**src/rtl/adder_arbiter.sv**
```systemverilog
// Round-robin arbiter sharing one external combinational adder between two clients.
// Each operation: grant, hold operands SETTLE cycles, capture sum, one-cycle ack.
module adder_arbiter #(
    parameter int WIDTH  = 8,
    parameter int SETTLE = 1
) (
    input  logic             clk,
    input  logic             rst_n,
    input  logic             req0,
    input  logic             op0,
    input  logic [WIDTH-1:0] a0,
    input  logic [WIDTH-1:0] b0,
    input  logic             req1,
    input  logic             op1,
    input  logic [WIDTH-1:0] a1,
    input  logic [WIDTH-1:0] b1,
    output logic             ack0,
    output logic             ack1,
    output logic [WIDTH-1:0] res0,
    output logic [WIDTH-1:0] res1,
    output logic             busy,
    output logic [WIDTH-1:0] add_a,
    output logic [WIDTH-1:0] add_b,
    output logic             add_cin,
    input  logic [WIDTH-1:0] add_s
);

    typedef enum logic [1:0] {IDLE, EXEC, DONE} state_t;

    localparam logic [3:0] CNT_LOAD = 4'(SETTLE - 1);

    state_t           state, state_nx;
    logic             gid, gid_nx;
    logic             last_grant, last_grant_nx;
    logic [3:0]       cnt, cnt_nx;
    logic [WIDTH-1:0] add_a_nx, add_b_nx, res0_nx, res1_nx;
    logic             add_cin_nx, ack0_nx, ack1_nx;
    logic             sel, sel_op;
    logic [WIDTH-1:0] sel_b;

    always_comb begin
        // NOTE: every variable gets a default first so no path leaves it unassigned (no latches).
        state_nx      = state;
        gid_nx        = gid;
        last_grant_nx = last_grant;
        cnt_nx        = cnt;
        add_a_nx      = add_a;
        add_b_nx      = add_b;
        add_cin_nx    = add_cin;
        res0_nx       = res0;
        res1_nx       = res1;
        ack0_nx       = 1'b0;
        ack1_nx       = 1'b0;
        sel           = (req0 && req1) ? ~last_grant : req1;
        sel_op        = sel ? op1 : op0;
        sel_b         = sel ? b1 : b0;

        case (state)
            IDLE: begin
                if (req0 || req1) begin
                    gid_nx        = sel;
                    last_grant_nx = sel;
                    add_a_nx      = sel ? a1 : a0;
                    // Subtraction is a + ~b + 1 through the same adder.
                    add_b_nx      = sel_op ? ~sel_b : sel_b;
                    add_cin_nx    = sel_op;
                    cnt_nx        = CNT_LOAD;
                    state_nx      = EXEC;
                end
            end
            EXEC: begin
                if (cnt == 4'd0) begin
                    if (gid) begin
                        res1_nx = add_s;
                        ack1_nx = 1'b1;
                    end else begin
                        res0_nx = add_s;
                        ack0_nx = 1'b1;
                    end
                    state_nx = DONE;
                end else begin
                    cnt_nx = cnt - 4'd1;
                end
            end
            DONE:    state_nx = IDLE;
            default: state_nx = IDLE;
        endcase
    end

    always_ff @(posedge clk or negedge rst_n) begin
        if (!rst_n) begin
            state      <= IDLE;
            gid        <= 1'b0;
            last_grant <= 1'b1;
            cnt        <= 4'd0;
            add_a      <= '0;
            add_b      <= '0;
            add_cin    <= 1'b0;
            res0       <= '0;
            res1       <= '0;
            ack0       <= 1'b0;
            ack1       <= 1'b0;
            busy       <= 1'b0;
        end else begin
            // NOTE: non-blocking assignments so every register samples pre-edge values.
            state      <= state_nx;
            gid        <= gid_nx;
            last_grant <= last_grant_nx;
            cnt        <= cnt_nx;
            add_a      <= add_a_nx;
            add_b      <= add_b_nx;
            add_cin    <= add_cin_nx;
            res0       <= res0_nx;
            res1       <= res1_nx;
            ack0       <= ack0_nx;
            ack1       <= ack1_nx;
            busy       <= (state_nx != IDLE);
        end
    end

endmodule

```
**config.mk**
```make
export PLATFORM = sky130hd
export DESIGN_NAME = adder_arbiter
export DESIGN_NICKNAME = d
export VERILOG_FILES = /design/src/rtl/adder_arbiter.sv
export SDC_FILE = /design/constraint.sdc
export NUM_CORES = 1
export LEC_CHECK = 0
export BUFFER_PORTS_ARGS = -buffer_cell sky130_fd_sc_hd__buf_4
export CORE_ASPECT_RATIO = 2
export CORE_MARGIN = 10
export CORE_UTILIZATION = 52
export DETAILED_ROUTE_END_ITERATION = 6
export PLACE_DENSITY = 0.87
export SYNTH_ARGS = -nofsm -noshare
export SYNTH_HDL_FRONTEND = slang
export SYNTH_SLANG_ARGS = --single-unit
```
**constraint.sdc**
```tcl
create_clock -name clk -period 4.4 [get_ports clk]
set_input_delay 0.88 -clock clk [delete_from_list [all_inputs] [get_ports clk]]
set_output_delay 0.88 -clock clk [all_outputs]
set_load 0.02 [all_outputs]
```
---- Yosys cells after proc, flatten, opt, wreduce, memory -nomap -nowiden ----
Index checks and enable logic that the tools add are counted.
word-level totals
  register bits ........................... 44
  bits of input ports ..................... 46
  logic and storage cells ................. 46
  output and inout port bits .............. 36
cells by class
  muxes and demuxes ....................... 17
  equal/unequal tests ..................... 3
  reduce and logical (&&, ||, !) cells .... 10
  bitwise logic cells ..................... 3
  $add $sub $neg .......................... 1
operators by type and width
  operator               count
  $mux W8                3
  $reduce_and A3 Y1      3
  $mux W1                8
  $mux W4                2
  $not A8 Y8             1
  $pmux W4 S2            1
  $logic_not A4 Y1       1
  $mux W2                2
  $ne A2 B2 Y1 const B   2
  $pmux W2 S2            1
  $reduce_bool A2 Y1     2
  $sub A4 B1 Y4 const B  1
  $eq A2 B1 Y1 const B   1
  $logic_not A2 Y1       1
  $not A1 Y1             2
  $reduce_and A2 Y1      1
  $logic_and A1 B1 Y1    1
  $logic_or A1 B1 Y1     1

---- Longest topological paths before layout ----
Gate-level depths: netlist (run 1).
  depth after elaboration ................. 5
  depth in mapped cells ................... 6

---- Least setup slack after synthesis (run 1) ----
OpenSTA, ideal clock, no wires.
  kind .................................... in2reg
  from .................................... in req1
  to ...................................... reg add_a[0]
  path buffers ............................ 1
  cell stages on the path ................. 4
  required time ........................... 4.275 ns
  data arrival time ....................... 1.819 ns
  setup slack ............................. 2.456 ns
  cell sequence ........................... a21boi_0 > buf_2 > mux2_2 > mux2_2
between the ends
  cells in the longest elaborated chain, start to end .. 3
  elaborated cells on any way between the ends .. 5
  classes of those cells .................. mux: 2; reduce/logical: 3
RTL lines
  element                 line  text
  start: declaration      13    input logic req1,
  $logic_and A1 B1 Y1     54    sel = (req0 && req1) ? ~last_grant : req1;
  $mux W1                 54
  $mux W8                 63    add_a_nx = sel ? a1 : a0;
  end signal: assignment  110   add_a <= add_a_nx;
  end: declaration        22    output logic [WIDTH-1:0] add_a,
Several ways; a longest one is shown, not always the timed one.
A chain may end at the register's enable or synchronous reset.

---- Worst setup path in the final report (run 1) ----
  from .................................... in req0
  to ...................................... reg add_b[0]
between the ends
  cells in the longest elaborated chain, start to end .. 5
  elaborated cells on any way between the ends .. 8
  classes of those cells .................. mux: 4; bitwise: 1; reduce/logical: 3
RTL lines
  element                 line  text
  start: declaration      9     input logic req0,
  $logic_and A1 B1 Y1     54
  $mux W1                 54
  $mux W8                 56    sel_b = sel ? b1 : b0;
  $not A8 Y8              65    add_b_nx = sel_op ? ~sel_b : sel_b;
  $mux W8                 65
  end signal: assignment  111   add_b <= add_b_nx;
  end: declaration        23    output logic [WIDTH-1:0] add_b,
Several ways; a longest one is shown, not always the timed one.

==> results.cfg, run 1 <==
[critical_path]
crit_required_ns = 4.58
startpoint_type = input pin
reg2reg_slack_ns = 2.38
worstSetupPathType = input pin to register
cp_data_arrival_time_ns = 2.23
worstReg2RegStart = state[1]
worstRegToRegCells = 3
critical-path-max-stage-delay_ns = 0.74
path_cells = buf_4 > nor2_1 > nor2_2 > mux2_2
timing.rr.end = add_b[0]
slowest_stage = nor2_2
crit_path_end_kind = register
path_max_fanout = 20

[synth]
synth_mux_area_share_pct = 30.3
synth_top_family_by_area = multiplexers
synthesis.nets = 198
synth_compound_area_share_pct = 2.52
yosysSeqAreaShare_pct = 51.7
synth_xor_xnor_area_share_pct = 6.58
ys_ff_latch = 44
synthDistinctLibCells = 26
syn_area_per_cell_sq_um = 14.1
synth_area_sq_um = 2130
synth_adder_area_share_pct = 0.587
yosys.area_share.simple_pct = 4.23
synth_cells = 151
yosysWarnings = 0

[route]
wl_per_cell_um = 18.7
ant_nets = 0
via_per_inst = 5.29
first_pass_iters = 4
drt-initial-drc-count = 50
drc_errors = 0
via_count = 1491
wl_mm = 5.28

[global_routing]
antenna_found_initial = 0
grt_use_total_pct = 15.1
grt_pass1_vias = 1616
grt.overflow.total = 0
grt_max_degree = 45
grt_pass1_wl_mm = 8.64

[power_and_ir_drop]
vdd_drop_max_mv = 0.465
p_leak_nw = 1.40
power_density_nw_per_um2 = 761

[layout]
final_cell_mix = buf_4 (82), dfrtp_1 (43), mux2_2 (28)
final.fill_count = 299
num_antenna_cells = 0
syn_to_final_growth_pct = 35.2
final_util_pct = 73.4
final-seq-area_sq_um = 1100
multiInputGateArea_sq_um = 948
final_common_cell = buf_4
num-nets-final = 278
layout-drive-gt1-share_pct = 60.6

[clock_tree]
ctsRootBufferMaster = clkbuf_8
clock-sinks = 44
postCtsHoldBufs = 0
clockBufferDepth = 2
clk_pin_slew_ns = 0.08
post_cts_buffers = 0
tritoncts = yes
clk_latency_ns = 0.30
cts_buffers = 5
htree_levels = 2
ctsResizeCount = 0

[floorplan]
die_w_um = 65.3
die_h_um = 111
die-area_sq_um = 7210
initial_core_util_pct = 54.3
ios = 82
rows = 32
coreArea_sq_um = 3920

[min_path]
hold_depth = 1
min_from = state[1]
min_to = busy
min_path_type = register to register

[timing]
rsz0062_at_grt = false
tns_ns = 0
maxSlewViolCount = 0
max_freq_mhz = 488
worst_pin_slew_ns = 0.937
hold_viol = 0
finalCriticalPeriod_ns = 2.05
max-slew-margin-rel_pct = 37.5
period_share_pct = 46.6
skew_ns = 0.00603
setup_violations = 0

[placed_design]
gp_congestion = 0.840
dp_hpwl_mm = 4.18
portBuffers = 81

[status]
status = finished clean

[job]
drv_cap = 0
-- kinds of logic (layout without fill, tap and decap cells) --
logic type	Yosys count	in the layout
fa+ha+maj	1	1
compound gates	8	8
xor+xnor	16	16
mux	53	53
simple gates	14	14
buf+inv	15	95
flops	44	44
-- cell type report --
cell class              instances  area share [%]
clock buffers                   5            2.39
clock inverters                 2            2.08
inverters                       6           0.782
multi-input cells              92            32.9
flip-flops and latches         44            38.3
well taps                      51            2.21
repair buffers                 82            21.4
-- routing by layer --
metal,track usage (%),up-vias,share of wire [%]
met5,0,-,0
met4,5.59,0,1.5
met3,5.46,7,7.5
met2,27.7,56,57
met1,14.3,744,34
li1,-,684,-
-- metrics by stage --
| step | cells | hold slack [ns] | setup slack (ns) | area, sq um | total power, mW |
|---|---|---|---|---|---|
| after global routing | 282 | 0.483 | 2.24 | 2880 | 2.32 |
| after detailed placement | 275 | 0.451 | 2.03 | 2750 | 1.86 |
| after CTS | 282 | 0.465 | 2.34 | 2880 | 2.22 |
| final | 282 | 0.462 | 2.35 | 2880 | 2.19 |
| after floorplan | 151 | 0.409 | 2.46 | 2130 | 1.45 |
| after global placement | 275 | 0.435 | 2.05 | 2750 | 1.82 |
-- how the worst max path moves through the flow --
stage	endpoint	slack (ns)	depth (start not counted)	startpoint
after detailed placement	add_a[6]	2.03	4	req0
after floorplan	add_a[0]	2.46	4	req1
after global placement	add_b[6]	2.05	4	req0
after global routing	add_b[0]	2.24	4	req0
after CTS	add_b[0]	2.34	4	req0
final	add_b[0]	2.35	4	req0
-- registers in the layout, indices dropped and copies added, names as in the netlist --
name and cells:
res1 8, gid 1, add_a 8, cnt 4, add_b 8, ack0 1, state 2, busy 1
ack1 1, add_cin 1, res0 8, last_grant 1
-- synthesized netlist by cell type (all sizes together) --
cell type,count,share of area (%)
mux2,44,26
buf,7,2.6
o221ai,2,0.82
inv,6,1.1
nand2b,2,0.59
mux2i,9,4.2
o31ai,1,0.35
dfstp,1,1.2
a21oi,1,0.23
or3,1,0.29
a21boi,1,0.35
or2,2,0.59
o22ai,1,0.29
o21ai,2,0.47
xnor2,16,6.6
dfrtp,43,50
nor3,2,0.47
nor3b,1,0.35
or4,3,1.4
nor2,3,0.53
clkbuf,2,0.35
ha,1,0.59
-- power breakdown --
part / switching [mW] / internal, mW / total (mW)
logic: 0.533 / 0.569 / 1.10
clock network: 0.131 / 0.223 / 0.354
registers: 0.124 / 0.613 / 0.737
-- critical path, delay by kind of cell --
family                 cells  cell delay [ns]
AND/OR/NAND/NOR            2             0.82
multiplexers               1             0.43
buffers and inverters      1             0.10
No activity file was read; power rests on OpenSTA's default activity.
==> run 2, diff against run 1 <==
--- a/config.mk
+++ b/config.mk
@@ -8,9 +8,9 @@
 export BUFFER_PORTS_ARGS = -buffer_cell sky130_fd_sc_hd__buf_4
 export CORE_ASPECT_RATIO = 2
 export CORE_MARGIN = 10
-export CORE_UTILIZATION = 52
+export CORE_UTILIZATION = 48
 export DETAILED_ROUTE_END_ITERATION = 6
-export PLACE_DENSITY = 0.87
+export PLACE_DENSITY = 0.82
 export SYNTH_ARGS = -nofsm -noshare
 export SYNTH_HDL_FRONTEND = slang
 export SYNTH_SLANG_ARGS = --single-unit
==> constraint.sdc (replaced) <==
create_clock -name clk -period 2 [get_ports clk]
set_input_delay 0.4 -clock clk [delete_from_list [all_inputs] [get_ports clk]]
set_output_delay 0.4 -clock clk [all_outputs]
set_load 0.02 [all_outputs]
==> run 2 against run 1 <==
Compared with the run above: setup slack worse by 2.2 ns; die area up 6.3%; hold slack worse by 0.36 ns; clock power up 60%.
==> results.cfg, run 2 (synthesis results as in run 1) <==
[global_routing]
use_met2_pct = 23.7
grtUsageMet1_pct = 12.4
grt.overflow.total = 0
grt_use_total_pct = 13.0
antenna_found_initial = 0
grt_pass1_vias = 1706
grt_pass1_wl_mm = 7.96
grt-busiest-layer = met2
met3_usage_pct = 5.98
grt_max_degree = 45

[timing]
finalCriticalPeriod_ns = 1.82
max_freq_mhz = 550
rsz0062_at_grt = false
hold_viol = 0
max-slew-margin-rel_pct = 63.9
tns_ns = 0
maxSlewViolCount = 0
period_share_pct = 91.0
skew_ns = 0.00629
setup_violations = 0
worst_pin_slew_ns = 0.541

[critical_path]
startpoint_type = register
cp-endpoint = res0[6]
reg2reg_slack_ns = 0.18
crit_required_ns = 2.17
worstSetupPathType = register to register
crit_path_end_kind = register
timing.rr.end = res0[6]
worstReg2RegStart = cnt[0]
worst_setup_path_startpoint = cnt[0]
worstRegToRegCells = 5
path_max_fanout = 9
cp_data_arrival_time_ns = 1.99

[power_and_ir_drop]
vdd_drop_max_mv = 0.959
p_sw_mw = 1.69
p_int_mw = 2.91
p_leak_nw = 1.40
power.share.combinational_pct = 52.6
pwr-share-seq_pct = 35.1
switching_share_pct = 36.8
power_density_nw_per_um2 = 1600
clock_power_share_pct = 12.3

[layout]
num-nets-final = 281
num_antenna_cells = 0
final-seq-area_sq_um = 1100
layout-drive-gt1-share_pct = 60.9
syn_to_final_growth_pct = 34.9
final_cell_mix = buf_4 (85), dfrtp_1 (43), mux2_2 (28)
fin_area_sq_um = 2870
final_common_cell = buf_4
multiInputGateArea_sq_um = 946
final.fill_count = 354

[floorplan]
coreArea_sq_um = 4340
die-area_sq_um = 7670
die_w_um = 67.1
die_h_um = 114
ios = 82
initial_core_util_pct = 49.1
rows = 34

[job]
drv_cap = 0

[clock_tree]
htree_levels = 2
clk_latency_ns = 0.29
clockBufferDepth = 2
ctsRootBufferMaster = clkbuf_8
clk_pin_slew_ns = 0.08
clock-sinks = 44
post_cts_buffers = 0
cts_buffers = 5
postCtsHoldBufs = 0
ctsResizeCount = 0
tritoncts = yes

[placed_design]
gp_congestion = 0.799
dp_hpwl_mm = 4.02
portBuffers = 81
placed_area_sq_um = 2780

[route]
wl_mm = 4.82
first_pass_iters = 4
via_per_inst = 5.09
drt-initial-drc-count = 29
wl_per_cell_um = 16.7
ant_nets = 0
drc_errors = 0
via_count = 1471

[status]
status = finished clean

[min_path]
min_path_type = input pin to async pin
[run 2: final cells by class]
class	count	share of cell area, %
timing repair buffer	85	22.2
multi-input combinational	92	32.9
inverter	6	0.784
clock buffer	6	2.87
tap	54	2.35
clock inverter	2	0.522
sequential	44	38.4
[run 2: power by group through the flow]
stage	logic, mW	clock network, mW	registers (mW)
after CTS	2.47	0.591	1.62
after detailed placement	2.46	0	1.63
after global placement	2.40	0	1.61
final	2.42	0.566	1.61
after global routing	2.62	0.620	1.67
after floorplan	1.15	0	2.04
[run 2: per-stage QoR]
step	utilization, %	hold WS (ns)	instances	setup slack [ns]	power (mW)
after floorplan	-	0.104	151	0.282	3.18
after global placement	64.0	0.414	281	0.265	4.01
after detailed placement	64.0	0.419	281	0.204	4.09
after CTS	66.2	0.0946	289	0.179	4.67
after global routing	66.2	0.118	289	0.125	4.91
final	66.2	0.0995	289	0.180	4.60
[run 2: per-layer routing]
layer  share of wire, %  vias to the layer above
met5                  0                        -
met4               0.95                        0
met3                 11                        6
met2                 53                       71
met1                 35                      699
li1                   -                      695
[run 2: worst max-delay path, stage by stage, from the launching register on]
cell and delay, ns:
dfrtp_1 0.41, inv_1 0.07, ha_1 0.18, nand2b_1 0.10
or4_4 0.61, mux2_4 0.33
[run 2: how the worst min path moves through the flow]
stage                   end  slack (ns)  depth (start not counted)
floorplan              ack0        0.10                          0
global placement    res0[2]        0.41                          1
detailed placement  res1[2]        0.42                          1
CTS                  cnt[0]        0.09                          1
global route        res1[7]        0.12                          1
finish              res1[2]         0.1                          1
